$ cat config.mk
export PLATFORM = sky130hd
export DESIGN_NAME = fifo_mmio_bridge
export DESIGN_NICKNAME = d
export VERILOG_FILES = /design/src/rtl/fifo_pkg.sv /design/src/rtl/sync_fifo.sv /design/src/rtl/fifo_mmio_bridge.sv
export SDC_FILE = /design/constraint.sdc
export NUM_CORES = 1
export LEC_CHECK = 0
export BUFFER_PORTS_ARGS = -buffer_cell sky130_fd_sc_hd__buf_2
export CAP_MARGIN = 25
export CORE_MARGIN = 4
export CORE_UTILIZATION = 60
export DETAILED_ROUTE_END_ITERATION = 7
export PLACE_DENSITY = 0.82
export SLEW_MARGIN = 20
export SYNTH_ARGS = -nofsm -noshare
export SYNTH_HDL_FRONTEND = slang
export SYNTH_SLANG_ARGS = --single-unit
$ cat constraint.sdc
create_clock -name clk_i -period 3.47 [get_ports clk_i]
set_input_delay 0.1735 -clock clk_i [delete_from_list [all_inputs] [get_ports clk_i]]
set_output_delay 0.1735 -clock clk_i [all_outputs]
set_load 0.05 [all_outputs]
$ cat src/rtl/fifo_pkg.sv
// Shared register map, STATUS/CTRL bit positions and CTRL layout for the stream bridge.
// Latency: none (constants and pure functions only).
// Backpressure: not applicable.
package fifo_pkg;

    localparam logic [1:0] REG_DATA   = 2'd0;
    localparam logic [1:0] REG_STATUS = 2'd1;
    localparam logic [1:0] REG_CTRL   = 2'd2;
    localparam logic [1:0] REG_LEVEL  = 2'd3;

    localparam int ST_RX_EMPTY    = 0;
    localparam int ST_RX_FULL     = 1;
    localparam int ST_TX_EMPTY    = 2;
    localparam int ST_TX_FULL     = 3;
    localparam int ST_RX_UNDERRUN = 4;
    localparam int ST_TX_OVERFLOW = 5;

    localparam int CT_RX_IRQ_EN  = 0;
    localparam int CT_TX_IRQ_EN  = 1;
    localparam int CT_RX_FLUSH   = 2;
    localparam int CT_TX_FLUSH   = 3;
    localparam int CT_THRESH_LSB = 8;

    typedef struct packed {
        logic [7:0] rx_thresh;
        logic       tx_irq_en;
        logic       rx_irq_en;
    } ctrl_t;

    // A zero threshold would fire permanently on an empty FIFO, so it acts as 1.
    function automatic logic [7:0] eff_thresh(input logic [7:0] t);
        return (t == 8'd0) ? 8'd1 : t;
    endfunction

endpackage

$ cat src/rtl/sync_fifo.sv
// Generic single-clock FIFO with fall-through head, occupancy count and synchronous flush.
// Latency: push visible at head one cycle after the push edge; count updates at the same edge.
// Backpressure: push ignored when full, pop ignored when empty; flush overrides both.
module sync_fifo #(
    parameter int WIDTH = 8,
    parameter int DEPTH = 16
) (
    input  logic                     clk_i,
    input  logic                     rstn_i,
    input  logic                     push,
    input  logic [WIDTH-1:0]         push_dat,
    input  logic                     pop,
    input  logic                     flush,
    output logic [WIDTH-1:0]         head_dat,
    output logic [$clog2(DEPTH):0]   count,
    output logic                     full,
    output logic                     empty
);

    localparam int AW = $clog2(DEPTH);
    localparam int CW = AW + 1;

    logic [WIDTH-1:0] mem [DEPTH];
    logic [AW-1:0]    wr_ptr;
    logic [AW-1:0]    rd_ptr;
    logic             do_push;
    logic             do_pop;

    assign full     = (count == CW'(DEPTH));
    assign empty    = (count == '0);
    assign do_push  = push & ~full;
    assign do_pop   = pop & ~empty;
    // Storage is never reset, so the head is masked to keep it defined while empty.
    assign head_dat = empty ? '0 : mem[rd_ptr];

    always_ff @(posedge clk_i or negedge rstn_i) begin
        if (!rstn_i) begin
            wr_ptr <= '0;
            rd_ptr <= '0;
            count  <= '0;
        end else if (flush) begin
            wr_ptr <= '0;
            rd_ptr <= '0;
            count  <= '0;
        end else begin
            if (do_push) wr_ptr <= wr_ptr + AW'(1);
            if (do_pop)  rd_ptr <= rd_ptr + AW'(1);
            case ({do_push, do_pop})
                2'b10:   count <= count + CW'(1);
                2'b01:   count <= count - CW'(1);
                default: count <= count;
            endcase
        end
    end

    always_ff @(posedge clk_i) begin
        if (do_push && !flush) mem[wr_ptr] <= push_dat;
    end

endmodule

$ cat src/rtl/fifo_mmio_bridge.sv
// MMIO bridge: CPU DATA/STATUS/CTRL/LEVEL registers over a TX FIFO to in_* and an RX FIFO from out_*.
// Latency: bus read data combinational; pushes, pops and register writes land at the next edge; IRQs one cycle later.
// Backpressure: out_ready_o drops when RX is full; in_valid_o low when TX empty; CPU overflow/underrun are dropped and flagged.
module fifo_mmio_bridge
    import fifo_pkg::*;
#(
    parameter int DATA_W   = 8,
    parameter int TX_DEPTH = 16,
    parameter int RX_DEPTH = 16
) (
    input  logic              clk_i,
    input  logic              rstn_i,
    input  logic              sel_i,
    input  logic              read_i,
    input  logic              write_i,
    input  logic [1:0]        addr_i,
    input  logic [31:0]       data_i,
    output logic [31:0]       data_o,
    output logic              rx_irq_o,
    output logic              tx_irq_o,
    output logic [DATA_W-1:0] in_data_o,
    output logic              in_valid_o,
    input  logic              in_ready_i,
    input  logic [DATA_W-1:0] out_data_i,
    input  logic              out_valid_i,
    output logic              out_ready_o
);

    localparam int TXCW = $clog2(TX_DEPTH) + 1;
    localparam int RXCW = $clog2(RX_DEPTH) + 1;

    ctrl_t             ctrl;
    logic              rx_underrun;
    logic              tx_overflow;

    logic [TXCW-1:0]   tx_count;
    logic [RXCW-1:0]   rx_count;
    logic              tx_full, tx_empty, rx_full, rx_empty;
    logic [DATA_W-1:0] rx_head;
    logic [15:0]       tx_level, rx_level;

    logic              data_rd, data_wr, status_wr, ctrl_wr;
    logic              rx_flush, tx_flush;
    logic [31:0]       status_word, ctrl_word;
    logic              unused_data;

    assign data_rd   = sel_i & read_i  & (addr_i == REG_DATA);
    assign data_wr   = sel_i & write_i & (addr_i == REG_DATA);
    assign status_wr = sel_i & write_i & (addr_i == REG_STATUS);
    assign ctrl_wr   = sel_i & write_i & (addr_i == REG_CTRL);
    assign rx_flush  = ctrl_wr & data_i[CT_RX_FLUSH];
    assign tx_flush  = ctrl_wr & data_i[CT_TX_FLUSH];
    assign unused_data = ^data_i;

    sync_fifo #(.WIDTH(DATA_W), .DEPTH(TX_DEPTH)) u_tx_fifo (
        .clk_i    (clk_i),
        .rstn_i   (rstn_i),
        .push     (data_wr),
        .push_dat (data_i[DATA_W-1:0]),
        .pop      (in_ready_i),
        .flush    (tx_flush),
        .head_dat (in_data_o),
        .count    (tx_count),
        .full     (tx_full),
        .empty    (tx_empty)
    );

    sync_fifo #(.WIDTH(DATA_W), .DEPTH(RX_DEPTH)) u_rx_fifo (
        .clk_i    (clk_i),
        .rstn_i   (rstn_i),
        .push     (out_valid_i),
        .push_dat (out_data_i),
        .pop      (data_rd),
        .flush    (rx_flush),
        .head_dat (rx_head),
        .count    (rx_count),
        .full     (rx_full),
        .empty    (rx_empty)
    );

    assign in_valid_o  = ~tx_empty;
    assign out_ready_o = ~rx_full;
    assign tx_level    = 16'(tx_count);
    assign rx_level    = 16'(rx_count);

    always_comb begin
        status_word                 = '0;
        status_word[ST_RX_EMPTY]    = rx_empty;
        status_word[ST_RX_FULL]     = rx_full;
        status_word[ST_TX_EMPTY]    = tx_empty;
        status_word[ST_TX_FULL]     = tx_full;
        status_word[ST_RX_UNDERRUN] = rx_underrun;
        status_word[ST_TX_OVERFLOW] = tx_overflow;

        ctrl_word                            = '0;
        ctrl_word[CT_RX_IRQ_EN]              = ctrl.rx_irq_en;
        ctrl_word[CT_TX_IRQ_EN]              = ctrl.tx_irq_en;
        ctrl_word[CT_THRESH_LSB +: 8]        = ctrl.rx_thresh;
    end

    // Decoded on addr_i alone so data_o stays defined even when not selected.
    always_comb begin
        data_o = '0;
        case (addr_i)
            REG_DATA:   data_o = 32'(rx_head);
            REG_STATUS: data_o = status_word;
            REG_CTRL:   data_o = ctrl_word;
            REG_LEVEL:  data_o = {tx_level, rx_level};
            default:    data_o = '0;
        endcase
    end

    always_ff @(posedge clk_i or negedge rstn_i) begin
        if (!rstn_i) begin
            ctrl        <= '0;
            rx_underrun <= 1'b0;
            tx_overflow <= 1'b0;
            rx_irq_o    <= 1'b0;
            tx_irq_o    <= 1'b0;
        end else begin
            if (ctrl_wr) begin
                ctrl.rx_irq_en <= data_i[CT_RX_IRQ_EN];
                ctrl.tx_irq_en <= data_i[CT_TX_IRQ_EN];
                ctrl.rx_thresh <= data_i[CT_THRESH_LSB +: 8];
            end

            if (data_rd && rx_empty)
                rx_underrun <= 1'b1;
            else if (status_wr && data_i[ST_RX_UNDERRUN])
                rx_underrun <= 1'b0;

            if (data_wr && tx_full)
                tx_overflow <= 1'b1;
            else if (status_wr && data_i[ST_TX_OVERFLOW])
                tx_overflow <= 1'b0;

            rx_irq_o <= ctrl.rx_irq_en & (rx_level >= 16'(eff_thresh(ctrl.rx_thresh)));
            tx_irq_o <= ctrl.tx_irq_en & tx_empty;
        end
    end

endmodule

After elaboration in Yosys (flattened, before gate mapping)

Memory sizes are Yosys's and may differ from the RTL's.
Cells that the tools add are included.

Input bits: 49
Register bits after elaboration: 40
RAM bits: 256
Output and inout bits: 44
Memories: 2

Memories:

| memory        | words | width | read ports | clocked after memory_dff | write ports | line            | text |
|---|---|---|---|---|---|---|---|
| u_rx_fifo.mem | 16    | 8     | 1          | 0                        | 1           | sync_fifo.sv:23 | `logic [WIDTH-1:0] mem [DEPTH];` |
| u_tx_fifo.mem | 16    | 8     | 1          | 0                        | 1           | sync_fifo.sv:23 |  |

Bitwise gates (word level): 18
Equal/unequal tests: 9
Mux-type cells: 24
Reductions and logical operators: 20
Order comparisons: 1
$add $sub $neg: 8

Operators by type and width:

| cell                                                                   | number |
|---|---|
| 32-bit one-hot mux with 4 select lines                                 | 1 |
| 4-bit two-way mux                                                      | 8 |
| 8-bit two-way mux                                                      | 3 |
| 5-bit one-hot mux with 2 select lines                                  | 2 |
| 4-bit by 1-bit adder with 4-bit output (second input constant)         | 4 |
| 1-bit bitwise AND                                                      | 14 |
| 2-bit nonzero test                                                     | 6 |
| 5-bit by 1-bit adder with 5-bit output (second input constant)         | 2 |
| 5-bit equality test (second input constant)                            | 2 |
| 5-bit logical NOT                                                      | 2 |
| 5-bit two-way mux                                                      | 2 |
| 5-bit by 1-bit subtractor with 5-bit output (second input constant)    | 2 |
| 2-bit equality test (second input constant)                            | 4 |
| 5-bit by 8-bit greater-or-equal comparator with 1-bit output           | 1 |
| 8-bit logical NOT                                                      | 1 |
| 1-bit two-way mux                                                      | 8 |
| 2-bit by 1-bit equality test with 1-bit output (second input constant) | 3 |
| 1-bit logical AND                                                      | 6 |
| 3-bit nonzero test                                                     | 2 |
| 1-bit NOT                                                              | 4 |
| 1-bit logical NOT                                                      | 2 |
| 2-bit logical NOT                                                      | 1 |

Depth between registers and ports, before layout

Gate-level depths: netlist of run 1.

Depth in word-level cells: 7
Depth in mapped cells: 11

Hierarchy

Synthesis of run 1 repeated with hierarchy kept, for this count alone.

Cells, all modules: 768
Area, all modules: 12908.6 um2

Modules (own cells, without submodules):

| module           | area each (um2) | cells each | instances |
|---|---|---|---|
| sync_fifo        | 5915.7          | 332        | 2 |
| fifo_mmio_bridge | 1077.3          | 104        | 1 |

Worst setup path before layout of run 1

No wires, ideal clock.

Path type: reg-to-reg
Start: reg u_tx_fifo.count[1]
End: reg u_tx_fifo.count[4]
Data required time: 3.393 ns
Setup time: 0.077 ns
Arrival time: 2.764 ns
Path slack: 0.628 ns
Clock period less this slack: 2.842 ns
Stages on the path, launching flop included: 12
Cell sequence: dfrtp_1 -> nor4_4 -> a2111oi_4 -> buf_2 -> or2_2 -> inv_1 -> ha_1 -> nor2b_1 -> o21a_1 -> or4_1 -> a21o_1 -> a21oi_1

Cells in the longest elaborated chain, start to end: 6
Elaborated cells on any way between the ends: 13

RTL lines:

| element                                                                                      | line                             | text |
|---|---|---|
| from (decl)                                                                                  | sync_fifo.sv:15                  | `output logic [$clog2(DEPTH):0] count,` |
| from (signal assigned)                                                                       | sync_fifo.sv:49                  | `2'b10: count <= count + CW'(1);` |
| from (signal assigned)                                                                       | sync_fifo.sv:50                  | `2'b01: count <= count - CW'(1);` |
| from (signal assigned)                                                                       | sync_fifo.sv:51                  | `default: count <= count;` |
| 5-bit equality test / 5-bit logical NOT (equally long branches)                              | sync_fifo.sv:29, sync_fifo.sv:30 |  |
| 1-bit NOT, on equally long branches                                                          | sync_fifo.sv:31, sync_fifo.sv:32 |  |
| 1-bit bitwise AND, on equally long branches                                                  | sync_fifo.sv:31, sync_fifo.sv:32 |  |
| 2-bit by 1-bit equality test with 1-bit output / 2-bit equality test (equally long branches) | sync_fifo.sv:48                  | `case ({do_push, do_pop})` |
| 5-bit one-hot mux with 2 select lines                                                        | sync_fifo.sv:48                  |  |
| 5-bit two-way mux                                                                            | sync_fifo.sv:41                  | `end else if (flush) begin` |

Parallel ways exist; a longest one is shown, timed or not.
A chain may end at the register's enable or synchronous reset.

Final worst setup path of run 1

Start: reg u_tx_fifo.rd_ptr[0]
End: out in_data_o[2]

Cells in the longest elaborated chain, start to end: 2

RTL lines:

| element                | line                   | text |
|---|---|---|
| from (decl)            | sync_fifo.sv:25        | `logic [AW-1:0] rd_ptr;` |
| from (signal assigned) | sync_fifo.sv:47        | `if (do_pop) rd_ptr <= rd_ptr + AW'(1);` |
| memory read 16 x 8 bit | --                     |  |
| 8-bit two-way mux      | sync_fifo.sv:34        | `assign head_dat = empty ? '0 : mem[rd_ptr];` |
| to (decl)              | fifo_mmio_bridge.sv:21 | `output logic [DATA_W-1:0] in_data_o,` |

Every way passes these cells.

==> metrics.md, run 1 <==
| Metric | Value |
|---|---|
| Post-synth EDFFs | `approximately 260` |
| CTS resizes | `0` |
| Yosys top cell area share | `0.612` |
| Overall routing resource usage | `0.231` |
| Async SR Flop Fraction | `0.135` |
| Max-slew violation count | `0` |
| R2r worst-path depth | `10` |
| Multi-input combinational cell area | `3570 um^2` |
| Unrepaired setup endpoints after global routing | `no` |
| Clock Skew | `0.0207 ns` |
| FF+latch count, synth | `296` |
| Post-synthesis cell area | `12,600 um^2` |
| Largest area contributor in the netlist | `edfxtp_1` |
| Finished Core Util | `0.695` |
| Layout Cells excl Fill | `approximately 1,100` |
| Flop2flop setup slack | `~0.34 ns` |
| Clock sinks | `296` |
| I/O Buffers | `65` |
| Final setup violating endpoints | `0` |
| Sequential share of the synthesized area | `0.692` |
| CTS tree | `done` |
| DPL Wire Length | `16.7 mm` |
| Synth Area per Inst | `around 18 um^2` |
| Die width | `between 150 and 200 um` |
| Root cell of the clock tree | `clkbuf_16` |
| IO Pins | `between 90 and 100` |
| Placed instance count | `1,016` |
| Gpl congestion | `0.799` |
| Crit path max fanout | `21` |
| Netlist cell types | `54` |
| Setup TNS | `0 ns` |
| Initial antenna violation count | `0` |
| R2R Path End | `u_tx_fifo.count[4]$_DFFE_PN0P_` |
| Total vias in the final route | `6,683` |
| GRT overflow | `0` |
| Slew @ Worst Pin | `0.919 ns` |
| Cells after synthesis | `roughly 700` |
| Layout area overhead | `13.0%` |
| DRC viols | `0` |
| Post-route cell area | `between 10,000 and 15,000 um^2` |
| Routed Antenna Nets | `0` |
| Core area | `between 20,000 and 25,000 um^2` |
| CTS clk-pin slew, worst paths | `around 0.060 ns` |
| Htree depth | `1` |
| Leakage | `5.04 nW` |
| Antenna cells | `0` |
| Fmax | `314 MHz` |
| Worst-Skew Late Latency | `0.55 ns` |
| Vias in the first global route | `around 7,000` |
| Post-synth top flop | `edfxtp_1` |
| Nets | `approximately 860` |
| CP Data Required Time | `3.30 ns` |
| Initial Utilization | `0.615` |
| DIE AREA | `approximately 23,000 um^2` |
| CP Data Arrival Time | `3.01 ns` |
| Worst Hold Class | `in2reg` |
| Max cap viols | `0` |
| Die Y | `between 150 and 200 um` |
| 1st-iter DRT viols | `731` |
| Reg2reg start | `u_tx_fifo.count[1]$_DFFE_PN0P_` |
| FF+latch area | `8690 um^2` |
| Synth warnings | `0` |
| Routed wire per std cell | `24.7 um` |
| Worst Min Path Start | `in_ready_i` |
| Site row count | `52` |
| Hold Crit Depth | `4` |
| Peak VDD IR | `roughly 0.00056 V` |
| TritonRoute pass-1 iters | `5` |
| Crit Path Class | `reg2out` |
| Drt total wl | `26.6 mm` |
| Status | `finished, final reports clean` |
| Vias per cell | `6.19` |
| Largest net degree at the start of global routing | `41` |
| PD cells | `784 nW/um^2` |
| Total CTS buffers | `29` |
| Filler instances | `1,185` |
| CTS max path bufs | `3` |
| Fin crit share | `0.918` |
| Synth area leaders | `edfxtp_1 61%, mux4_2 13%, dfrtp_1 8.0%, ha_1 2.1%, and2_1 1.7%` |
| Crit end category | `primary output` |
| Slew margin rel. | `0.387` |
| Hold Vio Cnt, Final | `0` |
| Crit path launch type | `register` |
| Area after DPL | `about 13,000 um^2` |
| Min cycle time layout | `3.19 ns` |
| Fraction of layout cells with a size suffix above 1 | `0.272` |
| First-pass GRT wire length | `41.9 mm` |
| Hold Path Sink | `u_tx_fifo.rd_ptr[2]$_DFFE_PN0P_` |
## cell usage after synthesis (6+ instances only)
| cell type | number |
|---|---|
| o21ai_0 | 13 |
| nand2_1 | 19 |
| ha_1 | 21 |
| and2_1 | 34 |
| and3_1 | 11 |
| xor2_1 | 8 |
| mux4_2 | 74 |
| a22o_1 | 9 |
| a21o_1 | 6 |
| nor3_1 | 10 |
| mux2_2 | 7 |
| nand3_1 | 7 |
| a21oi_1 | 11 |
| nor2_1 | 37 |
| xnor2_1 | 8 |
| inv_1 | 21 |
| dfrtp_1 | 40 |
| clkbuf_1 | 17 |
| buf_4 | 12 |
| buf_2 | 9 |
| nor2b_1 | 9 |
| edfxtp_1 | 256 |
## state kept, by name, indices dropped and copies added, names as in the netlist
register and flops:
u_tx_fifo.mem 128, u_tx_fifo.count 5, u_rx_fifo.rd_ptr 4, ctrl 10, u_rx_fifo.mem 128, rx_underrun 1
tx_irq_o 1, tx_overflow 1, u_tx_fifo.wr_ptr 4, rx_irq_o 1, u_rx_fifo.wr_ptr 4, u_tx_fifo.rd_ptr 4
u_rx_fifo.count 5
## routing by layer
| metal | global-route usage | vias to the layer above | wire, um |
|---|---|---|---|
| met3 | 0.0361 | 56 | 1530 |
| met4 | 0.0653 | 0 | 841 |
| met2 | 0.403 | 308 | 14200 |
| met1 | 0.307 | 3421 | 10100 |
| li1 | - | 2898 | - |
| met5 | 0 | - | 0 |
## power breakdown
| group | internal (W) | total, W | switching [W] |
|---|---|---|---|
| Clock | 0.00179 | 0.00310 | 0.00132 |
| Combinational | 0.00148 | 0.00340 | 0.00192 |
| Sequential | 0.00419 | 0.00462 | 0.000430 |
## through the flow
stage / hold slack (ns) / setup WS (ns) / power (W)
floorplan: -0.122 / 0.628 / 0.00718
global placement: 0.330 / 0.511 / 0.00788
detailed placement: 0.349 / 0.393 / 0.00800
CTS: 0.00214 / 0.232 / 0.0112
global route: 0.0233 / 0.154 / 0.0116
finish: 0.0137 / 0.284 / 0.0111
## how the worst max path moves through the flow
stage                                          from                             end  cells past startpoint
floorplan            u_tx_fifo.count[1]$_DFFE_PN0P_  u_tx_fifo.count[4]$_DFFE_PN0P_                     11
global route        u_tx_fifo.rd_ptr[0]$_DFFE_PN0P_                    in_data_o[0]                      5
finish              u_tx_fifo.rd_ptr[0]$_DFFE_PN0P_                    in_data_o[2]                      5
detailed placement   u_tx_fifo.count[1]$_DFFE_PN0P_  u_tx_fifo.count[4]$_DFFE_PN0P_                     10
CTS                 u_tx_fifo.rd_ptr[0]$_DFFE_PN0P_                    in_data_o[2]                      5
global placement     u_tx_fifo.count[1]$_DFFE_PN0P_  u_tx_fifo.count[4]$_DFFE_PN0P_                     10
## area by class of cell
| cell class | count | area share |
|---|---|---|
| Tap cell | 270 | 0.0238 |
| Multi-Input combinational cell | 346 | 0.252 |
| Sequential cell | 296 | 0.612 |
| Timing Repair Buffer | 92 | 0.0405 |
| Clock buffer | 36 | 0.0537 |
| Inverter | 21 | 0.00555 |
| Clock inverter | 18 | 0.0124 |
## critical path: stages, from the launching register on
cell and delay [ns]:
dfrtp_2 0.70, buf_12 0.28, mux4_2 0.58, mux4_2 0.50, and2_1 0.18, buf_2 0.21
## kinds of logic after synthesis
group / synth area share
AO/OA/AOI/OAI: 0.0352
flip-flops: 0.692
AND/OR/NAND/NOR: 0.0666
other: 0.000298
buffers and inverters: 0.0269
XOR/XNOR: 0.0124
adder cells (fa/ha/maj): 0.0241
multiplexers: 0.143
## cells in the final DEF, fill, tap and decap left out, drive strengths merged, types with 8 or more instances in the layout
master       instances
a21oi               11
a22o                 9
and2                35
and3                11
buf                 83
clkbuf              36
clkinv              11
conb                11
dfrtp               40
dlygate4sd3          9
edfxtp             256
ha                  21
inv                 23
mux4                74
nand2               19
nor2                37
nor2b                9
nor3                11
o21ai               14
xnor2                9
xor2                 8
## repair_timing
action | 4_1_cts | 5_1_grt
hold endpoints to repair | 48 | 0
buffers inserted | 0 | 0
hold buffers | 9 | 0
Note: power is estimated with default switching activity, not from simulation.
==> inputs of run 2 (changes only) <==
--- a/config.mk
+++ b/config.mk
@@ -7,9 +7,9 @@
 export LEC_CHECK = 0
 export BUFFER_PORTS_ARGS = -buffer_cell sky130_fd_sc_hd__buf_2
 export CAP_MARGIN = 25
-export CORE_MARGIN = 4
 export CORE_UTILIZATION = 60
 export DETAILED_ROUTE_END_ITERATION = 7
+export GPL_TIMING_DRIVEN = 1
 export PLACE_DENSITY = 0.82
 export SLEW_MARGIN = 20
 export SYNTH_ARGS = -nofsm -noshare
==> run 2 against run 1 <==
Hold slack better by 0.0047 ns. Total power shrank 0.75%. Fmax decreased by 1.4%. Highest routed layer unchanged. Global-route usage increased by 1.9 points. Sequential cell count did not move. Design area shrank 0.30%.
==> metrics.md, run 2 (synthesis results as in run 1) <==
| Metric | Value |
|---|---|
| Max cap viols | `0 (unchanged)` |
| Hold Crit Depth | `1 (-3)` |
| Unrepaired setup endpoints after global routing | `no` |
| Nets | `855 (-0.35%)` |
| Core area | `20,400 um^2 (-0.32%)` |
| Worst path top cell family by delay | `flip-flops` |
| Clock sinks | `296 (unchanged)` |
| 1st-iter DRT viols | `575 (-21%)` |
| Vias per cell | `6.18 (-0.21%)` |
| Fraction of layout cells with a size suffix above 1 | `0.267 (-0.00453)` |
| Fmax | `310 MHz (-1.4%)` |
| Min cycle time layout | `3.23 ns (+0.0438 ns)` |
| PD cells | `780 nW/um^2 (-0.45%)` |
| Post-route cell area | `14,200 um^2 (-0.30%)` |
| Hold Path Sink | `u_tx_fifo.mem[2][7]$_DFFE_PP_` |
| Max-slew violation count | `0 (unchanged)` |
| Root cell of the clock tree | `clkbuf_16` |
| Hold Vio Cnt, Final | `0 (unchanged)` |
| Reg2reg start | `u_tx_fifo.count[1]$_DFFE_PN0P_` |
| Most frequent cells in the layout | `256 x edfxtp_1, 74 x mux4_2, 65 x buf_2` |
| Worst-path cell chain | `buf_4 -> mux4_2 -> a221oi_1 -> o21ai_0 -> buf_2` |
| CTS tree | `done` |
| Final setup violating endpoints | `0 (unchanged)` |
| Crit path largest cell delay | `0.79 ns (+0.09 ns)` |
| Overall routing resource usage | `0.250 (+0.0186)` |
| Worst Hold Class | `in2reg` |
| Crit path max fanout | `20 (-4.8%)` |
| Initial Utilization | `0.617 (+0.00196)` |
| Site row count | `52 (unchanged)` |
| DPL Wire Length | `16.2 mm (-2.5%)` |
| Total CTS buffers | `28 (-3.4%)` |
| Slew margin rel. | `0.395 (+0.00752)` |
| PnR Total Power | `0.0110 W (-0.75%)` |
| CP Data Arrival Time | `3.06 ns (+0.05 ns)` |
| Largest regs | `u_rx_fifo.mem x128, u_tx_fifo.mem x128, ctrl x10` |
| Flop2flop setup slack | `0.35 ns (about the same)` |
| CTS resizes | `0 (unchanged)` |
| R2r worst-path depth | `10 (unchanged)` |
| IO Pins | `93 (unchanged)` |
| Worst Min Path Start | `data_i[7]` |
| Antenna cells | `0 (unchanged)` |
| CP Data Required Time | `3.30 ns (about the same)` |
| Drt total wl | `25.7 mm (-3.6%)` |
| First-pass GRT wire length | `40.0 mm (-4.5%)` |
| Worst Path Buf+Inv | `2 (unchanged)` |
| Gpl congestion | `0.822 (+2.9%)` |
| Total vias in the final route | `6,638 (-0.67%)` |
| Die width | `147 um (-3.9%)` |
| FF+latch area | `8690 um^2 (unchanged)` |
| Leakage | `5.03 nW (-0.33%)` |
| Filler instances | `1,198 (+1.1%)` |
| Htree depth | `1 (unchanged)` |
| Largest net degree at the start of global routing | `41 (unchanged)` |
| Layout area overhead | `12.7%` |
| Routed Antenna Nets | `0 (unchanged)` |
| Clock Skew | `0.0121 ns (-0.00856 ns)` |
| Initial antenna violation count | `0 (unchanged)` |
| Pre-CTS WS | `0.403 ns (+0.00961 ns)` |
| R2R Path End | `u_tx_fifo.count[4]$_DFFE_PN0P_` |
| Crit path launch type | `register` |
| Area after DPL | `13,100 um^2 (-0.21%)` |
| DRC viols | `0 (unchanged)` |
| GRT overflow | `0 (unchanged)` |
| I/O Buffers | `65 (unchanged)` |
| Routed wire per std cell | `23.9 um (-3.2%)` |
| Setup TNS | `0 ns (unchanged)` |
| Fin crit share | `0.931 (+0.0126)` |
| Vias in the first global route | `7,023 (+0.014%)` |
| Most common cell after layout, fill and taps aside | `edfxtp_1` |
| Multi-input combinational cell area | `3570 um^2 (unchanged)` |
| Crit Path Class | `reg2out` |
| DIE AREA | `21,500 um^2 (-7.7%)` |
| CTS clk-pin slew, worst paths | `0.06 ns (about the same)` |
| Peak VDD IR | `0.000560 V (-0.29%)` |
| Worst-Skew Late Latency | `0.55 ns (about the same)` |
| Slew @ Worst Pin | `0.908 ns (-0.0113 ns)` |
| Status | `finished, final reports clean` |
| Die Y | `147 um (-3.9%)` |
| TritonRoute pass-1 iters | `5 (unchanged)` |
| CTS max path bufs | `3 (unchanged)` |
| Highest-delay cell along the critical path | `dfrtp_2` |
| Final WS setup | `0.240 ns (-0.0438 ns)` |
| Crit end category | `primary output` |
## run 2: area by class of cell
class | instances | area share
clock buffer | 35 | 0.0529
timing repair buffer | 90 | 0.0387
tap | 270 | 0.0239
sequential | 296 | 0.614
inverter | 21 | 0.00557
multi-input combinational | 346 | 0.253
clock inverter | 16 | 0.0124
## run 2: how the worst max path moves through the flow
stage                                    startpoint                              to  slack (ns)  depth (start not counted)
CTS                 u_rx_fifo.rd_ptr[0]$_DFFE_PN0P_                       data_o[1]        0.17                          6
global route        u_rx_fifo.rd_ptr[0]$_DFFE_PN0P_                       data_o[0]        0.02                          5
floorplan            u_tx_fifo.count[1]$_DFFE_PN0P_  u_tx_fifo.count[4]$_DFFE_PN0P_        0.63                         11
global placement     u_tx_fifo.count[1]$_DFFE_PN0P_  u_tx_fifo.count[4]$_DFFE_PN0P_        0.53                         10
finish              u_rx_fifo.rd_ptr[0]$_DFFE_PN0P_                       data_o[0]        0.24                          5
detailed placement   u_tx_fifo.count[1]$_DFFE_PN0P_  u_tx_fifo.count[4]$_DFFE_PN0P_        0.40                         10
## run 2: report_power, final
| part | switching (W) | internal (W) | total (W) |
|---|---|---|---|
| logic | 0.00190 | 0.00146 | 0.00336 |
| registers | 0.000417 | 0.00419 | 0.00461 |
| clock network | 0.00125 | 0.00182 | 0.00307 |
| total | 0.00357 | 0.00747 | 0.0110 |
## run 2: routing by layer
metal / part of all wire / GRT usage / up-vias
met5: 0 / 0 / -
met1: 0.38 / 0.317 / 3415
met4: 0.044 / 0.112 / 0
met2: 0.52 / 0.431 / 264
li1: - / - / 2885
met3: 0.058 / 0.0363 / 74
## run 2: timing repair
action                                 CTS  global route
setup buffers                            0             0
hold buffers                             9             0
endpoints found under the hold margin   48             0
## run 2: through the flow
stage	hold slack [ns]	std cells	util
2_1_floorplan	-0.122	707	-
3_3_place_gp	0.327	1014	0.645
3_5_place_dp	0.357	1014	0.645
4_1_cts	0.00678	1074	0.695
5_1_grt	0.0241	1074	0.695
6_report	0.0184	1074	0.695
